--- src/rtl/multicycle_alu.sv ---
// Multi-cycle ALU: operands are captured on start. Single-cycle ops and
// division by zero finish two edges after the start edge. Unsigned div/rem
// use a restoring shift-subtract loop that resolves one quotient bit per cycle.
// Results and flags are held in output registers from one done pulse until
// the next one.
module multicycle_alu #(
   parameter int WIDTH = 8
) (
   input  logic             clk,
   input  logic             reset,
   input  logic             start,
   input  logic [WIDTH-1:0] a,
   input  logic [WIDTH-1:0] b,
   input  logic [3:0]       alucontrol,
   output logic             busy,
   output logic             done,
   output logic [WIDTH-1:0] result,
   output logic             zero,
   output logic             carry,
   output logic             overflow,
   output logic             negative,
   output logic             divzero
);

   localparam logic [1:0] S_IDLE = 2'd0;
   localparam logic [1:0] S_EXEC = 2'd1;
   localparam logic [1:0] S_DIV  = 2'd2;
   localparam logic [1:0] S_DONE = 2'd3;

   localparam logic [3:0] OP_ADD = 4'd0;
   localparam logic [3:0] OP_SUB = 4'd1;
   localparam logic [3:0] OP_AND = 4'd2;
   localparam logic [3:0] OP_OR  = 4'd3;
   localparam logic [3:0] OP_NOR = 4'd4;
   localparam logic [3:0] OP_XOR = 4'd5;
   localparam logic [3:0] OP_DIV = 4'd6;
   localparam logic [3:0] OP_SLT = 4'd7;
   localparam logic [3:0] OP_LSL = 4'd8;
   localparam logic [3:0] OP_LSR = 4'd9;
   localparam logic [3:0] OP_REM = 4'd10;

   logic [1:0]       state_q, state_d;
   logic [WIDTH-1:0] a_q, a_d, b_q, b_d;
   logic [3:0]       op_q, op_d;
   logic [WIDTH-1:0] quo_q, quo_d, rem_q, rem_d, iter_q, iter_d;
   logic [WIDTH-1:0] pend_result_q, pend_result_d;
   logic             pend_carry_q, pend_carry_d, pend_ovf_q, pend_ovf_d;
   logic             pend_divzero_q, pend_divzero_d;
   logic             busy_q, busy_d, done_q, done_d;
   logic [WIDTH-1:0] result_q, result_d;
   logic             zero_q, zero_d, carry_q, carry_d, overflow_q, overflow_d;
   logic             negative_q, negative_d, divzero_q, divzero_d;

   logic [WIDTH:0]   add_sum, sub_diff, div_trial, div_sub;
   logic [WIDTH-1:0] alu_result, rem_next, quo_next;
   logic             alu_carry, alu_ovf, alu_divzero, div_ge, is_div_op;

   // Single-cycle datapath evaluated on the captured operands.
   always_comb begin
      // NOTE: every combinational output gets a default first, so no path can infer a latch.
      alu_result  = '0;
      alu_carry   = 1'b0;
      alu_ovf     = 1'b0;
      alu_divzero = 1'b0;
      add_sum     = {1'b0, a_q} + {1'b0, b_q};
      sub_diff    = {1'b0, a_q} - {1'b0, b_q};
      case (op_q)
         OP_ADD: begin
            alu_result = add_sum[WIDTH-1:0];
            alu_carry  = add_sum[WIDTH];
            alu_ovf    = (a_q[WIDTH-1] == b_q[WIDTH-1]) && (add_sum[WIDTH-1] != a_q[WIDTH-1]);
         end
         OP_SUB: begin
            alu_result = sub_diff[WIDTH-1:0];
            alu_carry  = sub_diff[WIDTH];   // borrow out, i.e. a < b unsigned
            alu_ovf    = (a_q[WIDTH-1] != b_q[WIDTH-1]) && (sub_diff[WIDTH-1] != a_q[WIDTH-1]);
         end
         OP_AND: alu_result = a_q & b_q;
         OP_OR:  alu_result = a_q | b_q;
         OP_NOR: alu_result = ~(a_q | b_q);
         OP_XOR: alu_result = a_q ^ b_q;
         // Div/rem reach this path only when b == 0.
         OP_DIV: begin
            alu_result  = '1;
            alu_divzero = 1'b1;
         end
         OP_REM: begin
            alu_result  = a_q;
            alu_divzero = 1'b1;
         end
         OP_SLT: alu_result = {{(WIDTH-1){1'b0}}, (a_q < b_q)};
         // Logical shifts by the full b; amounts >= WIDTH naturally give 0.
         OP_LSL: alu_result = a_q << b_q;
         OP_LSR: alu_result = a_q >> b_q;
         default: alu_result = '0;
      endcase
   end

   // One restoring-division step: shift the next dividend bit into the remainder, subtract if it fits.
   always_comb begin
      div_trial = {rem_q, quo_q[WIDTH-1]};
      div_sub   = div_trial - {1'b0, b_q};
      div_ge    = ~div_sub[WIDTH];
      rem_next  = div_ge ? div_sub[WIDTH-1:0] : div_trial[WIDTH-1:0];
      quo_next  = {quo_q[WIDTH-2:0], div_ge};
      is_div_op = (op_q == OP_DIV) || (op_q == OP_REM);
   end

   // Control FSM and next-state computation for every register.
   always_comb begin
      state_d        = state_q;
      a_d            = a_q;
      b_d            = b_q;
      op_d           = op_q;
      quo_d          = quo_q;
      rem_d          = rem_q;
      iter_d         = iter_q;
      pend_result_d  = pend_result_q;
      pend_carry_d   = pend_carry_q;
      pend_ovf_d     = pend_ovf_q;
      pend_divzero_d = pend_divzero_q;
      busy_d         = busy_q;
      done_d         = 1'b0;
      result_d       = result_q;
      zero_d         = zero_q;
      carry_d        = carry_q;
      overflow_d     = overflow_q;
      negative_d     = negative_q;
      divzero_d      = divzero_q;
      case (state_q)
         S_IDLE: begin
            if (start) begin
               a_d     = a;
               b_d     = b;
               op_d    = alucontrol;
               busy_d  = 1'b1;
               state_d = S_EXEC;
            end
         end
         S_EXEC: begin
            if (is_div_op && (b_q != '0)) begin
               quo_d   = a_q;
               rem_d   = '0;
               iter_d  = {{(WIDTH-1){1'b0}}, 1'b1};
               state_d = S_DIV;
            end else begin
               pend_result_d  = alu_result;
               pend_carry_d   = alu_carry;
               pend_ovf_d     = alu_ovf;
               pend_divzero_d = alu_divzero;
               state_d        = S_DONE;
            end
         end
         S_DIV: begin
            quo_d  = quo_next;
            rem_d  = rem_next;
            iter_d = iter_q << 1;
            // The marker bit reaches the MSB on the WIDTH-th iteration.
            if (iter_q[WIDTH-1]) begin
               pend_result_d  = (op_q == OP_DIV) ? quo_next : rem_next;
               pend_carry_d   = 1'b0;
               pend_ovf_d     = 1'b0;
               pend_divzero_d = 1'b0;
               state_d        = S_DONE;
            end
         end
         default: begin
            result_d   = pend_result_q;
            zero_d     = (pend_result_q == '0);
            negative_d = pend_result_q[WIDTH-1];
            carry_d    = pend_carry_q;
            overflow_d = pend_ovf_q;
            divzero_d  = pend_divzero_q;
            done_d     = 1'b1;
            busy_d     = 1'b0;
            state_d    = S_IDLE;
         end
      endcase
   end

   // State registers; reset abandons any operation in flight and clears all outputs at once.
   always_ff @(posedge clk or posedge reset) begin
      // NOTE: datapath registers are reset too, so no X ever reaches the outputs after a mid-operation reset.
      if (reset) begin
         state_q        <= S_IDLE;
         a_q            <= '0;
         b_q            <= '0;
         op_q           <= '0;
         quo_q          <= '0;
         rem_q          <= '0;
         iter_q         <= '0;
         pend_result_q  <= '0;
         pend_carry_q   <= 1'b0;
         pend_ovf_q     <= 1'b0;
         pend_divzero_q <= 1'b0;
         busy_q         <= 1'b0;
         done_q         <= 1'b0;
         result_q       <= '0;
         zero_q         <= 1'b0;
         carry_q        <= 1'b0;
         overflow_q     <= 1'b0;
         negative_q     <= 1'b0;
         divzero_q      <= 1'b0;
      end else begin
         // NOTE: non-blocking assignments so every flop samples the pre-edge value of the others.
         state_q        <= state_d;
         a_q            <= a_d;
         b_q            <= b_d;
         op_q           <= op_d;
         quo_q          <= quo_d;
         rem_q          <= rem_d;
         iter_q         <= iter_d;
         pend_result_q  <= pend_result_d;
         pend_carry_q   <= pend_carry_d;
         pend_ovf_q     <= pend_ovf_d;
         pend_divzero_q <= pend_divzero_d;
         busy_q         <= busy_d;
         done_q         <= done_d;
         result_q       <= result_d;
         zero_q         <= zero_d;
         carry_q        <= carry_d;
         overflow_q     <= overflow_d;
         negative_q     <= negative_d;
         divzero_q      <= divzero_d;
      end
   end

   assign busy     = busy_q;
   assign done     = done_q;
   assign result   = result_q;
   assign zero     = zero_q;
   assign carry    = carry_q;
   assign overflow = overflow_q;
   assign negative = negative_q;
   assign divzero  = divzero_q;

endmodule

--- config.mk ---
export PLATFORM = sky130hd
export DESIGN_NAME = multicycle_alu
export DESIGN_NICKNAME = d
export VERILOG_FILES = /design/src/rtl/multicycle_alu.sv
export SDC_FILE = /design/constraint.sdc
export NUM_CORES = 1
export LEC_CHECK = 0
export ABC_CLOCK_PERIOD_IN_PS = 4000
export CAP_MARGIN = 10
export CORE_ASPECT_RATIO = 0.7
export CORE_UTILIZATION = 55
export CTS_CLUSTER_SIZE = 10
export DETAILED_ROUTE_END_ITERATION = 16
export PLACE_DENSITY = 0.74
export SLEW_MARGIN = 40
export SYNTH_ARGS = -nofsm -noshare
export SYNTH_HDL_FRONTEND = slang
export SYNTH_SLANG_ARGS = --single-unit
--- constraint.sdc ---
create_clock -name clk -period 4 [get_ports clk]
set_input_delay 0.8 -clock clk [delete_from_list [all_inputs] [get_ports clk]]
set_output_delay 0.8 -clock clk [all_outputs]
set_load 0.01 [all_outputs]
# ---- After elaboration in Yosys (flattened, before gate mapping)
# Index checks and enable logic that the tools add are counted.
dict set report totals {
  regBits 72
  output_inout_bits 15
  n_memories 0
  rom_bits 0
  latchBits 0
  in_bits 23
  mem_bits_rw 0
  wordCells 97
}
dict set report op_classes {
  n_reduce_logical 17
  n_mul 0
  n_bitwise 6
  n_eq_ne 20
  n_mux 29
  shifts 2
  add_sub_neg 3
  n_lt_le_gt_ge 1
  n_div 0
}
# operator count
set op_table {}
lappend op_table {{case mux 8 bit (11 select lines)} 1}
lappend op_table {{case mux 8 bit (2 select lines)} 4}
lappend op_table {{two-way mux 8 bit} 7}
lappend op_table {{equality test 4 x 3 -> 1 bit (second input constant)} 4}
lappend op_table {{equality test 4 bit (second input constant)} 3}
lappend op_table {{case mux 1 bit (2 select lines)} 6}
lappend op_table {{adder 8 x 8 -> 9 bit} 1}
lappend op_table {{subtractor 8 x 8 -> 9 bit} 1}
lappend op_table {{subtractor 9 x 8 -> 9 bit} 1}
lappend op_table {{AND 8 bit} 1}
lappend op_table {{equality test 4 x 2 -> 1 bit (second input constant)} 2}
lappend op_table {{zero test 8 bit} 1}
lappend op_table {{less-than comparator 8 bit} 1}
lappend op_table {{two-way mux 1 bit} 8}
lappend op_table {{inequality test 2 bit (second input constant)} 4}
lappend op_table {{inverter 8 bit} 1}
lappend op_table {{bitwise OR 8 bit} 1}
lappend op_table {{AND reduction 2 bit} 4}
lappend op_table {{nonzero test 8 bit} 1}
lappend op_table {{left shift 8 x 8 -> 8 bit} 1}
lappend op_table {{right shift 8 x 8 -> 8 bit} 1}
lappend op_table {{XOR 8 bit} 1}
lappend op_table {{case mux 2 bit (3 select lines)} 1}
lappend op_table {{equality test 4 x 1 -> 1 bit (second input constant)} 1}
lappend op_table {{other kinds (14)} 21}

# ---- Longest topological paths before layout
dict set report logic_depth {
  word_depth 6
  depth_mapped 12
  mapped_depth_nobuf 11
}

# ---- Worst setup path before layout
# Ideal clock, no wire load.
dict set report synth_timing {
  path_kind {reg2reg}
  from {register b_q[1]}
  to {register pend_result_q[1]}
  required_ps 3874
  synth_period_minus_slack_ps 3105
  setup_time_ps 126
  path_slack_ps 895
  stages_incl_launch_ff 12
  path_buffers 2
  t_arrival_ps 2979
  path_cell_list {dfrtp_1 > buf_1 > inv_1 > fa_1 > a211oi_2 > o21ai_1 > a31oi_2 > xor2_2 > buf_6 > mux2i_1 > a211oi_1 > a221o_1}
}
dict set report synth_via {
  elab_chain_len 5
  elab_cells_between_ends 19
  classes_between {add/sub: 3; eq/ne: 1; shift: 2; mux: 6; bitwise: 4; reduce/logical: 3}
}
# item line
set synth_rtl {}
lappend synth_rtl {{from (decl)} 43} ;# logic [WIDTH-1:0] a_q, a_d, b_q, b_d;
lappend synth_rtl {{from (signal assigned)} 187} ;# b_q <= '0;
lappend synth_rtl {{from (signal assigned)} 208} ;# b_q <= b_d;
lappend synth_rtl {{parallel branches: the longest is 5 deep, another holds subtractor 8 x 8 -> 9 bit} -}
lappend synth_rtl {{to (signal assigned)} 213} ;# pend_result_q <= pend_result_d;
lappend synth_rtl {{to (decl)} 46} ;# logic [WIDTH-1:0] pend_result_q, pend_result_d;
# Several ways; the timed one is not identified. The select of a mux whose other input is x is not followed.
# A chain may end at the register's enable or synchronous reset.

# ---- Worst setup path after layout
dict set report layout_timing {
  from {register b_q[2]}
  to {register pend_result_q[6]}
}
dict set report layout_via {
  elab_chain_len 5
  elab_cells_between_ends 15
  classes_between {add/sub: 3; eq/ne: 1; shift: 2; mux: 6; reduce/logical: 3}
}
# item
set layout_rtl {}
lappend layout_rtl {{parallel branches: the longest is 5 deep, another holds subtractor 8 x 8 -> 9 bit}}
# Several ways; the timed one is not identified. The select of a mux whose other input is x is not followed.

==> metrics list <==
- Counting along the longest clock path gives a buffer depth of 2.
- WL final: 16.0 mm
* Post-CTS resize count: 0
- Maximum achievable frequency: 305 MHz
* Pins over their slew limit: 0
* Highest-count cells in the layout ignoring fill and taps: sky130_fd_sc_hd__dfrtp_1 (71), sky130_fd_sc_hd__o21ai_0 (46), sky130_fd_sc_hd__nand2_1 (40), sky130_fd_sc_hd__a21oi_1 (40), sky130_fd_sc_hd__nor2_1 (39)
* Setup repair after global routing missed its margin: no
- Fill cells in the final layout number 763.
* Portion of the post-synthesis area used by sequential elements: approximately a third
- The run finished with clean final reports.
- Of all nets on the critical path, the largest fanout is 14.
* Number of antenna violations at the first check in global routing: 0
* Ratio of total power to cell area: about 1100 mW/mm^2
* Multi-input gate area: 0.00325 sq mm
- Flip-flop cell with the highest count after synthesis: sky130_fd_sc_hd__dfrtp_1
* Number of synthesized flops with an enable pin: 0
* Die height: around 84 microns
- Pre-CTS WS: a little over 0.8 ns
* Die Outline Area: between 0.01 and 0.015 sq mm
- Final HPWL DP: 11.9 mm
- The worst hold path was traced through 2 stages.
* # rows: 29
* Final Hold Fails: 0
- Critical path data arrival time: 3.50 ns
* Critical Path Max Stage Delay: 0.65 ns
* Fraction of the core area covered by cells at the end of the flow: 66.3%
- Synthesis produced a netlist whose cell count is 575.
- At the end of the flow, the number of nets in the layout was 661.
- Post-synth net total: 637
* Nature of the critical path endpoint: flop
* Crit-path slowest cell: sky130_fd_sc_hd__xor2_2
* Total I/O pin count: 38
* Die span in x: approximately 120 microns
- At the worst endpoint, the required time is 4.22 ns.
- Area taken by flip-flops and latches: 0.00178 sq mm
* Post-synthesis cell type count: 68
* Starting density of the core: 57.7%
- At the pin with the least slew margin, the transition time is approximately 0.85 ns.
- Critical path cell sequence: inv_1 > ha_1 > a211oi_2 > o21ai_1 > a31oi_2 > xor2_2 > mux2i_1 > a211oi_1 > a211o_1
- Worst reg-to-reg setup slack: 0.72 ns
- Layout cell share with drive strength beyond 1: 14.6%
* Critical Path Source Type: flop
- Hold Startpoint: pend_ovf_q
- Clock tree root driver cell: sky130_fd_sc_hd__clkbuf_16
- The worst setup path is of the reg -> reg kind.
* Via-to-Cell Ratio: 6.53
* Final Skew: 0.00759 ns
* Iteration count of the initial detailed-routing pass: 5
* Shortest period the worst path allows: around 3.3 ns
- Area Overhead vs Synth: 15.0%
- Power consumption: 6.45 mW
* Via count of the first global-routing pass: 4505
- Setup violations remaining at the end of the flow were counted as 0.
* Aggregate negative setup slack: 0 ns
- Port bufs: 37
- Most frequent standard cell in the layout excluding fill and tap cells: sky130_fd_sc_hd__dfrtp_1
* Tightest slew margin relative to the limit: 43.2%
- The clock drives 71 sinks.
* Destination of the worst hold path: pend_ovf_q
- Final Wtd Congestion: 1.01
- Synthesized area per cell: 9.28 sq um
* Max Cap Violations: 0
* Share of the clock period used by the worst path after layout: 81.9%
* Number of synthesized register bits: 71
* Smallest hold slack: just under 0.5 ns
- Buffers added to address setup during post-CTS repair amount to 0.
- Leftover overflow at the end of global routing: 0
- Clock slew at the register clock pins of the worst setup and hold paths: 0.06 ns
* Share of flip-flops with an asynchronous set or reset after synthesis: 100%
* Diodes inserted: 0
- Number of antenna-violating nets in the routed design: 0
* R2R Path Start: b_q[2]
- Detailed-route DRC error count: 0
- CTS tree: built
* RR Endpoint: pend_result_q[6]
- Leakage power summed over all cells: 2.64 nW
* Clock buffer count from CTS: 9
- Hold buffer count at cts: 0
- The region available for standard cell placement spans 0.00925 sq mm.
- Measured in cells, the most critical reg-to-reg path has a length of 9.
- In the final routed layout, each cell accounts on average for 21.9 microns.
- Vias: 4752
* Overall Global Routing Usage: 33.8%
- Drt first-iter violations: 685
- First-pass GRT wire length: 25.7 mm
- Count of H-tree levels built during CTS: 3
* Maximum vdd drop: 0.523 mV
* Final worst-path setup slack: 0.725 ns
- Mapped Area: ~0.0053 sq mm
* Number of warnings issued by yosys: 0
* Latest clock arrival within the worst-skew pair: between 0.3 and 0.4 ns
- The path class of the tightest hold or removal check is reg -> reg.
- Maximum number of pins on one net before global-route repair: 32
[worst max-delay path, delay by kind of cell (launching register included)]
family | cells | cell delay, ns
buf+inv | 1 | 0.19
xor+xnor | 1 | 0.65
compound gates | 5 | 1.05
fa+ha+maj | 1 | 0.40
flops | 1 | 0.52
mux | 1 | 0.34
[where the power goes]
| group | internal (mW) | leakage, nW | switching, mW |
|---|---|---|---|
| Clock | 0.566 | 0.155 | 0.318 |
| Sequential | 1.04 | 0.902 | 0.480 |
| Combinational | 1.72 | 1.58 | 2.32 |
| Total | 3.33 | 2.64 | 3.12 |
[how the worst max path moves through the flow]
stage                        start                to  slack (ns)  cells past startpoint
final                       b_q[2]  pend_result_q[6]        0.72                      9
after global routing      quo_q[7]  pend_result_q[5]        0.50                     11
after CTS                 quo_q[7]  pend_result_q[6]        0.76                     11
after detailed placement  quo_q[7]  pend_result_q[4]        0.81                     11
after global placement    quo_q[7]  pend_result_q[4]        0.87                     11
after floorplan             b_q[1]  pend_result_q[1]        0.89                     11
[Yosys cell counts (3+ instances only)]
cell type,instances,share of area [%]
sky130_fd_sc_hd__buf_2,5,0.47
sky130_fd_sc_hd__o211ai_1,7,0.98
sky130_fd_sc_hd__ha_1,36,8.4
sky130_fd_sc_hd__a211oi_1,9,1.3
sky130_fd_sc_hd__fa_1,3,1.1
sky130_fd_sc_hd__a31oi_1,6,0.70
sky130_fd_sc_hd__xnor2_1,6,0.98
sky130_fd_sc_hd__xor2_1,6,0.98
sky130_fd_sc_hd__nor2b_1,6,0.70
sky130_fd_sc_hd__a21oi_1,40,3.8
sky130_fd_sc_hd__mux4_2,9,3.8
sky130_fd_sc_hd__nand2_1,41,2.9
sky130_fd_sc_hd__o21ai_0,46,4.3
sky130_fd_sc_hd__nor3_1,11,1.0
sky130_fd_sc_hd__nand4_1,4,0.47
sky130_fd_sc_hd__a211o_1,3,0.49
sky130_fd_sc_hd__mux2i_1,20,3.8
sky130_fd_sc_hd__inv_1,36,2.5
sky130_fd_sc_hd__nand2b_1,7,0.82
sky130_fd_sc_hd__buf_1,3,0.21
sky130_fd_sc_hd__a221o_1,6,1.1
sky130_fd_sc_hd__nor2_1,39,2.7
sky130_fd_sc_hd__mux2_2,34,7.2
sky130_fd_sc_hd__a21o_1,3,0.42
sky130_fd_sc_hd__nor4_1,6,0.70
sky130_fd_sc_hd__o31ai_1,4,0.56
sky130_fd_sc_hd__a221oi_1,7,1.1
sky130_fd_sc_hd__dfrtp_1,71,33
sky130_fd_sc_hd__a22o_1,7,1.1
sky130_fd_sc_hd__o21a_1,3,0.42
sky130_fd_sc_hd__nand3_1,9,0.84
sky130_fd_sc_hd__a32oi_1,5,0.82
sky130_fd_sc_hd__o22ai_1,5,0.59
sky130_fd_sc_hd__a22oi_1,4,0.56
sky130_fd_sc_hd__clkbuf_1,28,2.0
[area by class of cell]
| type | count | share of cell area, % |
|---|---|---|
| Clock buffer | 10 | 3.90 |
| Clock inverter | 6 | 1.51 |
| Inverter | 36 | 2.20 |
| Multi-Input combinational cell | 429 | 53.0 |
| Sequential cell | 71 | 29.0 |
| Tap cell | 124 | 2.53 |
| Timing Repair Buffer | 52 | 7.87 |
[registers in the layout, summed over array words and instances (netlist names), 2 cells and up]
register / flops
pend_result_q: 8
iter_q: 8
quo_q: 8
b_q: 8
state_q: 2
rem_q: 8
a_q: 8
op_q: 4
result: 8
[logic make-up after synthesis]
logic type                 count (synthesis)  synth area share [%]
AOI/OAI and AO/OA                        176                  21.8
xor gates and xnor gates                  13                  2.27
adders and majority gates                 39                  9.57
buffers and inverters                     75                  5.79
DFF                                       71                  33.3
muxes                                     63                  14.7
and+or+nand+nor                          138                  12.5
[metrics by stage]
stage | area [sq um] | std cells
after detailed placement | 5800 | 712
after floorplan | 5340 | 575
after global routing | 6130 | 728
after global placement | 5800 | 712
final | 6130 | 728
after CTS | 6130 | 728
[layer usage]
metal  share of wire [%]  vias to the layer above  global-route usage (%)
met4                 1.4                        2                    8.98
met2                  40                      278                    45.1
met3                  12                       18                    10.1
met1                  47                     2290                    52.2
li1                    -                     2164                       -
met5                0.20                        -                    2.88
(Power assumes the default switching activity.)
